[src/rtl/rv32i_pkg.sv]
// rtl/rv32i_pkg.sv - shared RV32I types and constants for the fetch stage
package rv32i_pkg;

    localparam int XLEN = 32;
    localparam logic [XLEN-1:0] RV_NOP = 32'h0000_0013;

    typedef enum logic [1:0] {
        FETCH = 2'd0,
        VALID = 2'd1,
        FAULT = 2'd2
    } fetch_state_t;

endpackage

[src/rtl/instruction_fetch_if.sv]
// rtl/instruction_fetch_if.sv - instruction memory req/ack read port
interface instruction_fetch_if;
    import rv32i_pkg::*;

    logic            imem_req;
    logic [XLEN-1:0] imem_addr;
    logic            imem_ack;
    logic [XLEN-1:0] imem_rdata;

    modport master (
        output imem_req,
        output imem_addr,
        input  imem_ack,
        input  imem_rdata
    );

    modport slave (
        input  imem_req,
        input  imem_addr,
        output imem_ack,
        output imem_rdata
    );

endinterface

[src/rtl/instruction_fetch.sv]
// rtl/instruction_fetch.sv - RV32I fetch stage: PC, imem handshake, instruction register
// MISALIGN_TRAP_EN: misaligned redirects park the stage in FAULT and expose fetch_fault.
module instruction_fetch
    import rv32i_pkg::*;
#(
    parameter logic [XLEN-1:0] RESET_PC = 32'h0000_0000
) (
    input  logic              clk,
    input  logic              rst,
    instruction_fetch_if.master imem,
    input  logic              stall,
    input  logic              load_pc,
    input  logic [XLEN-1:0]   pc_target,
    output logic [XLEN-1:0]   instruction,
    output logic              instr_valid,
    output logic [XLEN-1:0]   pc,
    output logic [XLEN-1:0]   pc_plus4,
    output logic [XLEN-1:0]   fetch_count
`ifdef MISALIGN_TRAP_EN
    ,
    output logic              fetch_fault
`endif
);

    fetch_state_t    state_q, state_d;
    logic [XLEN-1:0] pc_q, pc_d;
    logic [XLEN-1:0] pc_plus4_q, pc_plus4_d;
    logic [XLEN-1:0] instr_q, instr_d;
    logic [XLEN-1:0] count_q, count_d;
    logic            valid_q, valid_d;
    logic            req;
    logic [XLEN-1:0] redirect_pc;

    assign redirect_pc = {pc_target[XLEN-1:2], 2'b00};

`ifdef MISALIGN_TRAP_EN
    logic fault_q, fault_d;
    assign fetch_fault = fault_q;
`else
    logic unused_target_lsbs;
    assign unused_target_lsbs = ^pc_target[1:0];
`endif

    always_comb begin
        state_d    = state_q;
        pc_d       = pc_q;
        pc_plus4_d = pc_plus4_q;
        instr_d    = instr_q;
        count_d    = count_q;
        req        = 1'b0;
        case (state_q)
            FETCH: begin
                req = 1'b1;
                if (imem.imem_ack) begin
                    instr_d = imem.imem_rdata;
                    state_d = VALID;
                end
            end
            VALID: begin
                // A stalled decode also masks load_pc; decode re-presents it later.
                if (!stall) begin
                    count_d = count_q + 1'b1;
                    state_d = FETCH;
                    pc_d    = load_pc ? redirect_pc : pc_plus4_q;
`ifdef MISALIGN_TRAP_EN
                    if (load_pc && (pc_target[1:0] != 2'b00)) begin
                        pc_d    = pc_target;
                        state_d = FAULT;
                    end
`endif
                    pc_plus4_d = pc_d + 32'd4;
                end
            end
            FAULT: begin
                state_d = FAULT;
            end
            default: state_d = FETCH;
        endcase
        valid_d = (state_d == VALID);
`ifdef MISALIGN_TRAP_EN
        fault_d = (state_d == FAULT);
`endif
    end

    always_ff @(posedge clk or negedge rst) begin
        if (!rst) begin
            state_q    <= FETCH;
            pc_q       <= RESET_PC;
            pc_plus4_q <= RESET_PC + 32'd4;
            instr_q    <= RV_NOP;
            count_q    <= '0;
            valid_q    <= 1'b0;
`ifdef MISALIGN_TRAP_EN
            fault_q    <= 1'b0;
`endif
        end else begin
            state_q    <= state_d;
            pc_q       <= pc_d;
            pc_plus4_q <= pc_plus4_d;
            instr_q    <= instr_d;
            count_q    <= count_d;
            valid_q    <= valid_d;
`ifdef MISALIGN_TRAP_EN
            fault_q    <= fault_d;
`endif
        end
    end

    // Request is gated by reset so it drops the instant reset asserts.
    assign imem.imem_req  = req & rst;
    assign imem.imem_addr = pc_q;

    assign instruction = instr_q;
    assign instr_valid = valid_q;
    assign pc          = pc_q;
    assign pc_plus4    = pc_plus4_q;
    assign fetch_count = count_q;

endmodule

[src/flat_wrapper.sv]
// flat-port wrapper written by rule: the top's interface ports become plain ports
module instruction_fetch_flat import rv32i_pkg::*;
#(
    parameter logic [XLEN-1:0] RESET_PC = 32'h0000_0000
)
  (clk, rst, stall, load_pc, pc_target, instruction, instr_valid, pc, pc_plus4, fetch_count, imem_imem_req, imem_imem_addr, imem_imem_ack, imem_imem_rdata);
  instruction_fetch_if imem_i ();
  input  logic clk;
  input  logic rst;
  input  logic stall;
  input  logic load_pc;
  input  logic [XLEN-1:0] pc_target;
  output logic [XLEN-1:0] instruction;
  output logic instr_valid;
  output logic [XLEN-1:0] pc;
  output logic [XLEN-1:0] pc_plus4;
  output logic [XLEN-1:0] fetch_count;
  output wire logic [$bits(imem_i.imem_req)-1:0] imem_imem_req;
  output wire logic [$bits(imem_i.imem_addr)-1:0] imem_imem_addr;
  input wire logic [$bits(imem_i.imem_ack)-1:0] imem_imem_ack;
  input wire logic [$bits(imem_i.imem_rdata)-1:0] imem_imem_rdata;
  assign imem_imem_req = imem_i.imem_req;
  assign imem_imem_addr = imem_i.imem_addr;
  assign imem_i.imem_ack = imem_imem_ack;
  assign imem_i.imem_rdata = imem_imem_rdata;
  instruction_fetch #(.RESET_PC(RESET_PC)) u_core (.clk(clk), .rst(rst), .imem(imem_i), .stall(stall), .load_pc(load_pc), .pc_target(pc_target), .instruction(instruction), .instr_valid(instr_valid), .pc(pc), .pc_plus4(pc_plus4), .fetch_count(fetch_count));
endmodule
[config.mk]
export PLATFORM = sky130hd
export DESIGN_NAME = instruction_fetch_flat
export DESIGN_NICKNAME = d
export VERILOG_FILES = /design/src/rtl/rv32i_pkg.sv /design/src/rtl/instruction_fetch_if.sv /design/src/rtl/instruction_fetch.sv /design/src/flat_wrapper.sv
export SDC_FILE = /design/constraint.sdc
export NUM_CORES = 1
export LEC_CHECK = 0
export CAP_MARGIN = 20
export CORE_MARGIN = 1.5
export CORE_UTILIZATION = 45
export CTS_BUF_LIST = sky130_fd_sc_hd__clkbuf_16
export DETAILED_ROUTE_END_ITERATION = 10
export PLACE_DENSITY = 0.89
export REMOVE_ABC_BUFFERS = 1
export SLEW_MARGIN = 20
export SYNTH_ARGS = -nofsm -noshare
export SYNTH_HDL_FRONTEND = slang
export SYNTH_SLANG_ARGS = --single-unit
[constraint.sdc]
create_clock -name clk -period 2.75 [get_ports clk]
set_clock_uncertainty 0.15 [all_clocks]
set_input_delay 0.4125 -clock clk [delete_from_list [all_inputs] [get_ports clk]]
set_output_delay 0.4125 -clock clk [all_outputs]
set_load 0.02 [all_outputs]
; ---- After elaboration in Yosys (flattened, before gate mapping)
; Cells that the tools add are included.
[totals]
regBits = 131
elab_cells = 21
[op_classes]
mux = 5
n_addsub = 2
bitwise_logic = 2
n_eq_ne = 3
reduce_logical = 3
[op_table]
columns = op, count
row1 = $add A32 B1 Y32 const B, 1
row2 = $add A32 B3 Y32 const B, 1
row3 = $mux W32, 1
row4 = $pmux W2 S3, 1
row5 = $eq A2 B1 Y1 const B, 2
row6 = $mux W2, 2
row7 = $reduce_and A2 Y1, 2
row8 = $eq A2 B2 Y1 const B, 1
row9 = $logic_not A2 Y1, 1
row10 = $and A1 B1 Y1, 1
row11 = $mux W1, 1
row12 = $not A1 Y1, 1

; ---- Depth between registers and ports, before layout
[depth]
depth_word = 3
depth_mapped = 13
ltp_nobuf = 8

; ---- Worst setup path before layout
; OpenSTA, ideal clock, no wires.
[synth_timing]
path_type = input-to-reg
startpoint = input port load_pc
endpoint = register u_core.pc_plus4_q[26], in the netlist u_core.pc_plus4[26]
arrival_time_ns = 3.014
t_required_ns = 2.528
path_buffers = 5
stages = 13
setup_slack_ns = -0.486
path_cell_list = buf_6 buf_6 buf_2 buf_2 buf_2 mux2_2 ha_1 nand2_1 o22ai_1 nand4_2 or3_1 a32o_1 nor2_1
[synth_via]
elab_chain_len = 2
[synth_rtl]
columns = item, line_no
row1 = from (decl), flat_wrapper.sv:11  ; input logic load_pc;
row2 = $mux W32, instruction_fetch.sv:64  ; pc_d = load_pc ? redirect_pc : pc_plus4_q;
row3 = $add A32 B3 Y32, instruction_fetch.sv:71  ; pc_plus4_d = pc_d + 32'd4;
row4 = to (signal assigned), instruction_fetch.sv:89  ; pc_plus4_q <= RESET_PC + 32'd4;
row5 = to (signal assigned), instruction_fetch.sv:99  ; pc_plus4_q <= pc_plus4_d;
row6 = to (decl), instruction_fetch.sv:27  ; logic [XLEN-1:0] pc_plus4_q, pc_plus4_d;
; No other way between the ends.
; A chain may end at the register's enable or synchronous reset.

; ---- Worst setup path after layout
[layout_timing]
startpoint = register u_core.pc_plus4_q[2], in the netlist u_core.pc_plus4[2]
endpoint = register u_core.pc_plus4_q[28], in the netlist u_core.pc_plus4[28]
[layout_via]
elab_chain_len = 2
[layout_rtl]
columns = item, line_no
row1 = $mux W32, instruction_fetch.sv:64
row2 = $add A32 B3 Y32, instruction_fetch.sv:71
; No other way between the ends.

==> summary.md <==
| Metric | Value |
|---|---|
| Vias in the first global route | 5,862 |
| Synth warnings | 0 |
| Async set-or-reset flop fraction in the synthesized netlist | 100% |
| Top post-synthesis cells by area | dfrtp_1 (46%), mux2_2 (5.7%), nand2_1 (4.7%) |
| TritonCTS buffer count | 17 |
| Setup slack, reg-to-reg | 0.26 ns |
| Insertion delay of the later-clocked pin in the worst-skew pair | ~0.4 ns |
| Post-cts resize count | 0 |
| Worst Path Buf+Inv | 1 |
| Slew HR | 46.1% |
| Most common cell in the netlist | dfrtp_1 |
| Inst Count DP | 1,051 |
| CTS tree | yes |
| Clock group share of total power | roughly 30% |
| Critical Path Sink Type | register |
| Hold EP | u_core.imem.imem_addr[3] |
| NetSw | 2.33 mW |
| Comb power frac | between 30 and 40% |
| Final wirelength | 18,100 um |
| Hold Startpoint | load_pc |
| Synth top area share | 45.7% |
| Prevailing post-synth register cell | dfrtp_1 |
| Tot GR Track Use | 23.3% |
| FF-to-FF End | u_core.pc_plus4[28] |
| Max Slew Vio Count | 0 |
| Synth area leader | dfrtp_1 |
| Die width | 125 um |
| Syn avg cell area | around 10 um^2 |
| Final worst path period need | 2.49 ns |
| Crit-path cells | mux2_2 -> ha_1 -> nand2_1 -> o22ai_1 -> buf_4 -> and3_1 -> nor2b_1 -> mux2i_1 -> o221ai_1 |
| Die Footprint | approximately 16,000 um^2 |
| I/O pin total | 231 |
| Nets@finish | between 900 and 1,000 |
| DRT Pass-1 Iters | 5 |
| Post-route insts no fill | around 1,100 |
| Fmax | about 400 MHz |
| Cell Area, Synth | 6730 um^2 |
| CP arrival | 2.59 ns |
| Routed Antenna Nets | 0 |
| Period utilisation layout | 90.5% |
| Final hold violation count | 0 |
| Peak VDD IR | between 0.4 and 0.5 mV |
| Starting Density | 46.2% |
| Worst path max stage delay | approximately 0.55 ns |
| #FFs+latches synth | 127 |
| Die height | 125 um |
| Worst hold path cell count | 4 |
| Worst-Margin Slew | 0.808 ns |
| Synth top cells by count | dfrtp_1 (123), nand2_1 (85), o21ai_0 (47), buf_4 (37), nor2_1 (35) |
| DRC | 0 |
| PwrDens | ~710 nW/um^2 |
| DR iter-0 viols | between 300 and 400 |
| Syn-to-layout area delta | 43.4% |
| RSZ-0062 raised after global routing | no |
| First-pass GRT wire length | 29,500 um |
| CTS clock-pin slew for the worst setup and hold paths | 0.06 ns |
| Longest Clk Path Bufs | 2 |
| H-tree levels | 4 |
| Critical setup path kind | register to register |
| Gate Count Post-Synth | 670 |
| Crit path max-delay cell type | dfstp_2 |
| Clock root cell | clkbuf_16 |
| Run status | completed |
| Row cnt | 44 |
| Post-synth EDFFs | 0 |
| CORE AREA | 14,600 um^2 |
| Unique masters post-synth | 59 |
| Min-Delay Path Class | input port to register |
| Hold_buf cts | 0 |
| Setup TNS | 0 ns |
| PortBufs | 222 |
| Vias per cell | 5.45 |
| Switching Fraction | 34.2% |
| Initial antenna violation count | 1 |
| Largest net degree at the start of global routing | around 130 |
| Internal power | 4.49 mW |
| Fillers | about 1,100 |
| RR Startpoint | u_core.pc_plus4[2] |
| Antenna Diode Count | 0 |
| Global placer's final weighted congestion | 0.863 |
| Crit path max-delay family | flip-flops |
| Worst Setup Start Kind | register |
| Final setup violation count | 0 |
| R2r worst-path depth | 9 |
| CP max FO | 6 |
| Sequential power share | 36.9% |
| Register area share after synthesis | 47.3% |
| DP HPWL | 13,100 um |
| Worst Path Required | about 2.9 ns |
| MaxCap Viol Count | 0 |
| Pleak | between 4 and 5 nW |
| WHS | 0.312 ns |
| Total chip power | 6.82 mW |
| TritonCTS Sinks | between 100 and 150 |
| DR WL/cell | 16.7 um |
| Post-CTS setup buffer count | 0 |
| Fraction of layout cells with a size suffix above 1 | 13.8% |
| Vias | 5,912 |
| Finished Core Util | 66.2% |
| Overflow after GRT | 0 |
-- through the flow --
stage	worst slack, ns	area (um^2)
floorplan	-0.860	6330
global placement	0.00561	9100
detailed placement	-0.0539	9100
CTS	0.267	9640
global route	0.103	9650
finish	0.261	9650
-- layout by cell type, fill, tap and decap left out, types with 5 or more instances in the layout --
cell type	count
xnor2_1	27
buf_4	39
xor2_1	26
o22a_1	5
nor2_1	35
inv_1	5
nand2_1	85
o21ai_0	47
clkdlybuf4s50_1	220
clkbuf_16	17
nand3_1	20
nand4b_1	9
nand4_1	19
nor3_1	12
nor3b_1	5
a22oi_1	6
mux2i_1	25
conb_1	6
mux2_2	34
and3_1	7
dfrtp_1	123
nor2b_1	13
a21oi_1	25
-- flip-flops by register name (all words and copies together) (netlist names) --
register,flops
u_core.instruction,32
u_core.imem.imem_addr,30
u_core.fetch_count,32
u_core.state_q,2
u_core.pc_plus4,30
u_core.instr_valid,1
-- per-layer routing --
metal  up-vias  part of all wire, %  global-route usage, %
li1       2769                    -                      -
met1      2837                   41                   28.4
met2       259                   49                   38.7
met3        45                  7.0                   6.16
met4         2                  3.1                   10.8
met5         -                0.072                      0
-- worst max-delay path by stage --
stage	startpoint	end	slack [ns]	cells after the start
finish	u_core.pc_plus4[2]	u_core.pc_plus4[28]	0.26	9
detailed placement	pc_target[3]	u_core.pc_plus4[26]	-0.05	10
floorplan	u_core.state_q[0]	u_core.fetch_count[28]	-0.86	6
global route	u_core.pc_plus4[2]	u_core.pc_plus4[26]	0.10	9
global placement	pc_target[2]	u_core.pc_plus4[26]	0.006	10
CTS	u_core.pc_plus4[2]	u_core.pc_plus4[28]	0.27	9
-- cell type report --
cell class / count / area [um^2] / share of cell area, %
inverter: 5 / 18.8 / 0.194
clock buffer: 17 / 425 / 4.41
timing repair buffer: 262 / 2540 / 26.4
sequential: 127 / 3180 / 33.0
tap: 184 / 230 / 2.38
multi-input combinational: 474 / 3140 / 32.5
clock inverter: 15 / 114 / 1.18
-- kinds of logic after synthesis --
logic type	after synthesis	synth area share, %
AO/OA/AOI/OAI	118	10.8
XOR/XNOR	53	6.89
adder cells (fa/ha/maj)	2	0.372
buffers and inverters	74	6.60
flip-flops	127	47.3
multiplexers	59	9.40
other	1	0.0557
AND/OR/NAND/NOR	236	18.6
-- power by group through the flow --
| stage | logic [mW] | clock network, mW | registers, mW |
|---|---|---|---|
| final | 2.28 | 2.03 | 2.52 |
| after global placement | 2.25 | 0 | 2.53 |
| after detailed placement | 2.29 | 0 | 2.55 |
| after CTS | 2.30 | 2.08 | 2.52 |
| after global routing | 2.42 | 2.16 | 2.57 |
| after floorplan | 0.545 | 0 | 3.03 |
-- worst register-to-register path: cells and delay by family, from the launching register on --
family / cells / cell delay (ns)
AOI/OAI and AO/OA: 2 / 0.31
adders and majority gates: 1 / 0.22
buffers and inverters: 1 / 0.19
DFF: 1 / 0.55
muxes: 2 / 0.41
and+or+nand+nor: 3 / 0.50
Note: power is estimated with default switching activity, not from simulation.
